`src/rtl/wavetable_poly_synth.sv`:
```
// Polyphonic wavetable synth: per-voice phase stepping plus a 64-slot frame that shares one table port.
// Define SYNTH_SATURATE_EN to clamp the mix; otherwise the mix wraps in two's complement.
module wavetable_poly_synth #(
    parameter int VOICES   = 10,
    parameter int SAMPLE_W = 16,
    parameter int ADDR_W   = 8,
    parameter int PER_W    = 12
) (
    input  logic                  clk,
    input  logic                  rst_n,
    input  logic                  ena,
    input  logic                  slot_tick,
    input  logic [VOICES-1:0]     key,
    input  logic                  cfg_we,
    input  logic [3:0]            cfg_voice,
    input  logic [PER_W-1:0]      cfg_period,
    input  logic [7:0]            volume_in,
    output logic [ADDR_W-1:0]     rom_addr,
    input  logic [SAMPLE_W-1:0]   rom_data,
    output logic [2*SAMPLE_W-1:0] sample_out,
    output logic                  sample_valid
);

    localparam int ACC_W  = SAMPLE_W + 4;
    localparam int PROD_W = ACC_W + 9;

    typedef enum logic {V_IDLE = 1'b0, V_PLAY = 1'b1} voice_state_t;

    logic [ADDR_W-1:0]          index_all [VOICES];
    logic [VOICES-1:0]          playing;

    logic [5:0]                 slot_q;
    logic [ADDR_W-1:0]          rom_addr_q;
    logic [SAMPLE_W-1:0]        sample_q [VOICES];
    logic signed [ACC_W-1:0]    acc_q;
    logic signed [ACC_W-1:0]    sum_d;
    logic [7:0]                 vol_q;
    logic signed [PROD_W-1:0]   prod_q;
    logic [SAMPLE_W-1:0]        mix_q;
    logic [SAMPLE_W-1:0]        mix_d;
    logic [2*SAMPLE_W-1:0]      out_q;
    logic                       valid_q;

    for (genvar gi = 0; gi < VOICES; gi++) begin : g_voice
        voice_state_t      state_q, state_d;
        logic [PER_W-1:0]  period_q;
        logic [PER_W-1:0]  tick_q, tick_d;
        logic [ADDR_W-1:0] index_q, index_d;

        always_ff @(posedge clk) begin
            if (!rst_n) begin
                period_q <= '0;
            end else if (cfg_we && cfg_voice == 4'(gi)) begin
                period_q <= cfg_period;
            end
        end

        always_ff @(posedge clk) begin
            if (!rst_n) begin
                state_q <= V_IDLE;
                tick_q  <= '0;
                index_q <= '0;
            end else begin
                state_q <= state_d;
                tick_q  <= tick_d;
                index_q <= index_d;
            end
        end

        // Release is only honoured at the last-index wrap so every note ends on a full cycle.
        always_comb begin
            state_d = state_q;
            tick_d  = tick_q;
            index_d = index_q;
            if (!ena) begin
                state_d = V_IDLE;
                tick_d  = '0;
                index_d = '0;
            end else begin
                case (state_q)
                    V_IDLE: begin
                        tick_d  = '0;
                        index_d = '0;
                        if (key[gi] && period_q != '0) begin
                            state_d = V_PLAY;
                        end
                    end
                    default: begin
                        if (period_q == '0) begin
                            state_d = V_IDLE;
                            tick_d  = '0;
                            index_d = '0;
                        end else if (tick_q >= period_q - PER_W'(1)) begin
                            tick_d  = '0;
                            index_d = index_q + ADDR_W'(1);
                            if ((&index_q) && !key[gi]) begin
                                state_d = V_IDLE;
                            end
                        end else begin
                            tick_d = tick_q + PER_W'(1);
                        end
                    end
                endcase
            end
        end

        assign index_all[gi] = index_q;
        assign playing[gi]   = (state_q == V_PLAY);
    end

    always_comb begin
        sum_d = '0;
        for (int v = 0; v < VOICES; v++) begin
            sum_d = sum_d + {{4{sample_q[v][SAMPLE_W-1]}}, sample_q[v]};
        end
    end

`ifdef SYNTH_SATURATE_EN
    localparam logic signed [PROD_W-1:0] SAT_MAX = PROD_W'((1 <<< (SAMPLE_W - 1)) - 1);
    localparam logic signed [PROD_W-1:0] SAT_MIN = ~SAT_MAX;
    logic signed [PROD_W-1:0] shifted;
    assign shifted = prod_q >>> 6;

    always_comb begin
        mix_d = shifted[SAMPLE_W-1:0];
        if (shifted > SAT_MAX) begin
            mix_d = {1'b0, {(SAMPLE_W-1){1'b1}}};
        end else if (shifted < SAT_MIN) begin
            mix_d = {1'b1, {(SAMPLE_W-1){1'b0}}};
        end
    end
`else
    assign mix_d = SAMPLE_W'(prod_q >>> 6);
`endif

    // Each frame action fires on the slot_tick that ends its slot.
    always_ff @(posedge clk) begin
        if (!rst_n) begin
            slot_q     <= '0;
            rom_addr_q <= '0;
            for (int v = 0; v < VOICES; v++) begin
                sample_q[v] <= '0;
            end
            acc_q   <= '0;
            vol_q   <= '0;
            prod_q  <= '0;
            mix_q   <= '0;
            out_q   <= '0;
            valid_q <= 1'b0;
        end else begin
            valid_q <= 1'b0;
            if (!ena) begin
                slot_q <= '0;
            end else if (slot_tick) begin
                slot_q <= slot_q + 6'd1;
                for (int v = 0; v < VOICES; v++) begin
                    if (slot_q == 6'(16 + 2 * v)) begin
                        rom_addr_q <= index_all[v];
                    end
                    if (slot_q == 6'(17 + 2 * v)) begin
                        sample_q[v] <= playing[v] ? rom_data : '0;
                    end
                end
                case (slot_q)
                    6'd48: begin
                        vol_q <= volume_in;
                        acc_q <= sum_d;
                    end
                    6'd49: prod_q <= PROD_W'(acc_q) * PROD_W'($signed({1'b0, vol_q}));
                    6'd50: mix_q <= mix_d;
                    6'd63: begin
                        out_q   <= {mix_q, mix_q};
                        valid_q <= 1'b1;
                    end
                    default: ;
                endcase
            end
        end
    end

    assign rom_addr     = rom_addr_q;
    assign sample_out   = out_q;
    assign sample_valid = valid_q;

endmodule
```
`config.mk`:
```
export PLATFORM = sky130hd
export DESIGN_NAME = wavetable_poly_synth
export DESIGN_NICKNAME = d
export VERILOG_FILES = /design/src/rtl/wavetable_poly_synth.sv
export SDC_FILE = /design/constraint.sdc
export NUM_CORES = 2
export LEC_CHECK = 0
export ABC_CLOCK_PERIOD_IN_PS = 7770
export CAP_MARGIN = 20
export CORE_MARGIN = 2
export CORE_UTILIZATION = 45
export CTS_CLUSTER_DIAMETER = 60
export CTS_CLUSTER_SIZE = 25
export DETAILED_ROUTE_END_ITERATION = 16
export PLACE_DENSITY_LB_ADDON = 0.25
export SLEW_MARGIN = 20
export SYNTH_ARGS = -nofsm -noshare
export SYNTH_HDL_FRONTEND = slang
export SYNTH_SLANG_ARGS = --single-unit
```
`constraint.sdc`:
```
create_clock -name clk -period 7.77 [get_ports clk]
set_input_delay 0.777 -clock clk [delete_from_list [all_inputs] [get_ports clk]]
set_output_delay 0.777 -clock clk [all_outputs]
set_load 0.01 [all_outputs]
```
Word level (Yosys, flattened, before mapping)
Memories as Yosys holds them, arrays and structs flattened.
Cells that the tools add are included.
W data, S select, Z words.

word-level totals
  memories = 1
  memory bits (writable) = 160
  register bits = 443

memory list
  memory    depth  width  rd ports  clocked after memory_dff  wr ports  RTL line  text
  sample_q  10     16     10        0                         10        34        logic [SAMPLE_W-1:0] sample_q [VOICES];

operators by class
  reductions and logical operators = 99
  $lt $le $gt $ge = 10
  bitwise gates (word level) = 22
  mux-type cells = 132
  equal/unequal tests = 33
  add/sub/neg operators = 40
  $mul = 1

operators by type and width
  kind                     count
  $mux W16                 20
  $add A12 B1 Y12 const B  10
  $ge A12 B12 Y1           10
  $logic_not A12 Y1        10
  $reduce_bool A12 Y1      10
  $sub A12 B1 Y12 const B  10
  $mux W1                  102
  $add A20 B20 Y20         5
  $eq A6 B5 Y1 const B     16
  $add A8 B1 Y8 const B    10
  $mux W8                  10
  $reduce_and A8 Y1        10
  $reduce_or A5 Y1         10
  $eq A6 B6 Y1 const B     8
  $reduce_or A4 Y1         10
  $logic_and A1 B1 Y1      30
  $mul A20 B9 Y22          1
  $add A19 B16 Y20         1
  $add A18 B16 Y19         1
  $add A17 B16 Y18         1
  $reduce_and A3 Y1        6
  $add A16 B16 Y17         1
  $eq A4 B3 Y1 const B     4
  $not A1 Y1               12
  9 further kinds          29

Depth between registers and ports, before layout
  depth in word-level cells = 11
  depth in mapped cells = 20

Worst setup path after synthesis
Ideal clock, no wire load.

  kind = reg-to-reg
  start point = mem sample_q[9][3]
  end point = reg acc_q[19]
  setup slack = 2.534 ns
  library setup time = 0.122 ns
  stages on the path, launching flop included = 20
  clock period less this slack = 5.236 ns
  buffers on the path = 0
  arrival time = 5.113 ns
  cells stage by stage = edfxtp_1 inv_1 fa_1 inv_1 fa_1 fa_1 fa_1 inv_1 fa_1 inv_1 ha_1 nor2b_1 o31a_1 o221ai_1 a21oi_1 a41o_1 o41ai_1 o21ai_0 xnor2_1 o21ai_0

RTL lines
  item                  RTL line  text
  from (decl)           34
  to (signal assigned)  167       acc_q <= sum_d;
  to (decl)             35        logic signed [ACC_W-1:0] acc_q;

==> results_dict.tcl <==
set metrics [dict create \
    relSlewSlack 0.271 \
    pin_count 96 \
    ir_worst_vdd_mv 0.348 \
    layout.nets 4296 \
    ys_warn_count 0 \
    cts.sinks 581 \
    core_um2 78700 \
    rsz0062_at_grt "no" \
    rrSetupSlack_ps 2060 \
    fin_setup_tns_ps 0 \
    timing.fmax_mhz 175 \
    syn-cell-area_um2 35600 \
    synthCells 3762 \
    required_ps 8290 \
    timing.hold.ws_ps 454 \
    cts_buffers 53 \
    cts_tree "done" \
    top_layer "met5" \
    grt_overflow 0 \
    cts_resized 0 \
    layout_common_cells "dfxtp_1, nor2_1, inv_1, nand2_1, and2_1" \
    wl_met3_mm 3.33 \
    gp_congestion 0.817 \
    grt_max_degree 107 \
    syn_nets 4260 \
    clk_path_buf_depth 3 \
    worst_pin_slew_ps 1090 \
    synthArstFlopShare 0 \
    yosys_register_bits 581 \
    die_height_um 285 \
    finalCriticalPeriod_ps 5710 \
    route.antenna.remaining_nets 0 \
    drv_slew 0 \
    hold_violations 0 \
    final_common_cell "dfxtp_1" \
    yosysSeqAreaShare 0.371 \
    clkLatencyLatePin_ps 630 \
    wirelength_mm 81.0 \
    antenna_found_initial 5 \
    met2_length_mm 38.5 \
    synth_flop_cell "dfxtp_1" \
    wl_per_cell_um 16.6 \
    die_x_um 285 \
    power_density_nw_per_um2 229 \
    die-area_um2 81500 \
    area_growth_syn_to_layout_pct 10.6 \
    holdBufCountCts 0 \
    start_kind "register" \
    maxCapViolCount 0 \
    synthTopCellsByArea "dfxtp_1, edfxtp_1, fa_1, ha_1, and2_1" \
    endpoint_kind "register" \
    cts_root_buf "clkbuf_16" \
    postSynthAreaPerCell_um2 9.47 \
    drt_iter0_drc 1477 \
    grt_pass1_vias 24512 \
    rows 103 \
    drive_gt1_frac 0.0419 \
    vias_per_cell 5.17 \
    dp_hpwl_mm 59.0 \
    worstPathMaxFanout 4 \
    htree_num_levels 2 \
    min_period_over_period 0.735 \
    finalInstanceArea_um2 39400 \
    wl_met1_mm 37.3 \
    finalClockSkew_ps 36.5 \
    worstSetupPathType "reg2reg" \
    grt_pass1_wl_mm 132 \
    grt_usage 0.201 \
    cts.clk_slew.worst_paths_ps 80 \
    dr.pass1.iters 7 \
    synth-edff-count 160 \
    dpl_cell_area_um2 37600 \
    ys_types 68 \
    worstHoldPathType "reg2reg" \
    start_util 0.453 \
    p_total_uw 9030 \
    drc 0 \
    yosys.area.top_type "dfxtp_1" \
    post_cts_buffers 0 \
    worstPathArrival_ps 6230 \
    numPortBuffers 95 \
    synth_top_area_share 0.236 \
    status "completed" \
    vias 25282 \
    finalSetupViolCount 0 \
    p_leak_uw 0.0167 \
]
sequential cells by signal, indices dropped and copies added, names as in the netlist:
| name | flops |
|---|---|
| g_voice.state_q | 10 |
| sample_out | 16 |
| rom_addr | 8 |
| mix_q | 16 |
| slot_q | 6 |
| sample_q | 160 |
| sample_valid | 1 |
| prod_q | 16 |
| vol_q | 8 |
| g_voice.index_q | 80 |
| g_voice.tick_q | 120 |
| acc_q | 20 |
| g_voice.period_q | 120 |
kinds of logic (layout without fill, tap and decap cells):
family                   after synthesis  after routing  share of synthesized area
AO/OA/AOI/OAI                        435            435                     0.0763
XOR/XNOR                             281            281                     0.0691
adder cells (fa/ha/maj)              443            443                      0.203
buffers and inverters                503            583                     0.0548
flip-flops                           581            581                      0.371
multiplexers                         118            118                     0.0331
other                                  0              1                          0
AND/OR/NAND/NOR                     1401           1401                      0.192
synthesized netlist by cell type (43+ instances only):
cell / instances
a21oi_1: 197
mux2i_1: 118
or3_1: 43
ha_1: 216
xnor2_1: 169
nor3_1: 57
nand3_1: 110
nand2_1: 335
fa_1: 227
clkbuf_1: 105
o21ai_0: 76
inv_1: 367
xor2_1: 112
and2_1: 249
dfxtp_1: 421
nor2_1: 390
edfxtp_1: 160
and3_1: 59
path summary, 6_finish.rpt:
kind                  startpoint             end  depth (start not counted)
setup / recovery  sample_q[9][3]       acc_q[19]                         19
hold / removal         mix_q[13]  sample_out[29]                          2
hold reg to reg        mix_q[13]  sample_out[29]                          2
setup reg to reg  sample_q[9][3]       acc_q[19]                         19
routing by layer:
| layer | track usage | up-vias |
|---|---|---|
| met5 | 0 | - |
| met4 | 0.0521 | 6 |
| met3 | 0.0277 | 114 |
| met2 | 0.337 | 387 |
| met1 | 0.273 | 12231 |
| li1 | - | 12544 |
per-stage QoR:
step                setup WS, ps  utilization  std cells
global route                1690        0.501       4892
floorplan                   2530            -       3762
detailed placement          2110        0.477       4793
CTS                         2030        0.501       4892
global placement            2140        0.477       4793
finish                      2060        0.501       4893
critical path: stages, from the launching register on:
cell and delay (ps):
edfxtp_1 320, inv_1 50, fa_1 540, inv_1 60, fa_1 510, fa_1 530, fa_1 560, inv_1 60
fa_1 510, inv_1 40, ha_1 320, nor2b_1 180, o31a_1 270, o221ai_1 270, a21oi_1 140, a41o_1 280
o41ai_1 460, o21ai_0 200, xnor2_1 150, o21ai_0 160
final cells by class:
class | instances | area [um^2]
clock inverters | 40 | 487
repair buffers | 117 | 1120
fillers | 7394 | 39300
multi-input cells | 2678 | 20500
diodes | 1 | 2.50
well taps | 1050 | 1310
flip-flops and latches | 581 | 13200
inverters | 367 | 1380
clock buffers | 59 | 1380
report_power, final:
part	total [uW]	switching, uW	internal, uW	leakage (uW)
clock	2770	1390	1380	0.000906
sequential	3180	30.2	3150	0.00494
combinational	3070	1730	1340	0.0108
Power figures use the tool's default switching activity.
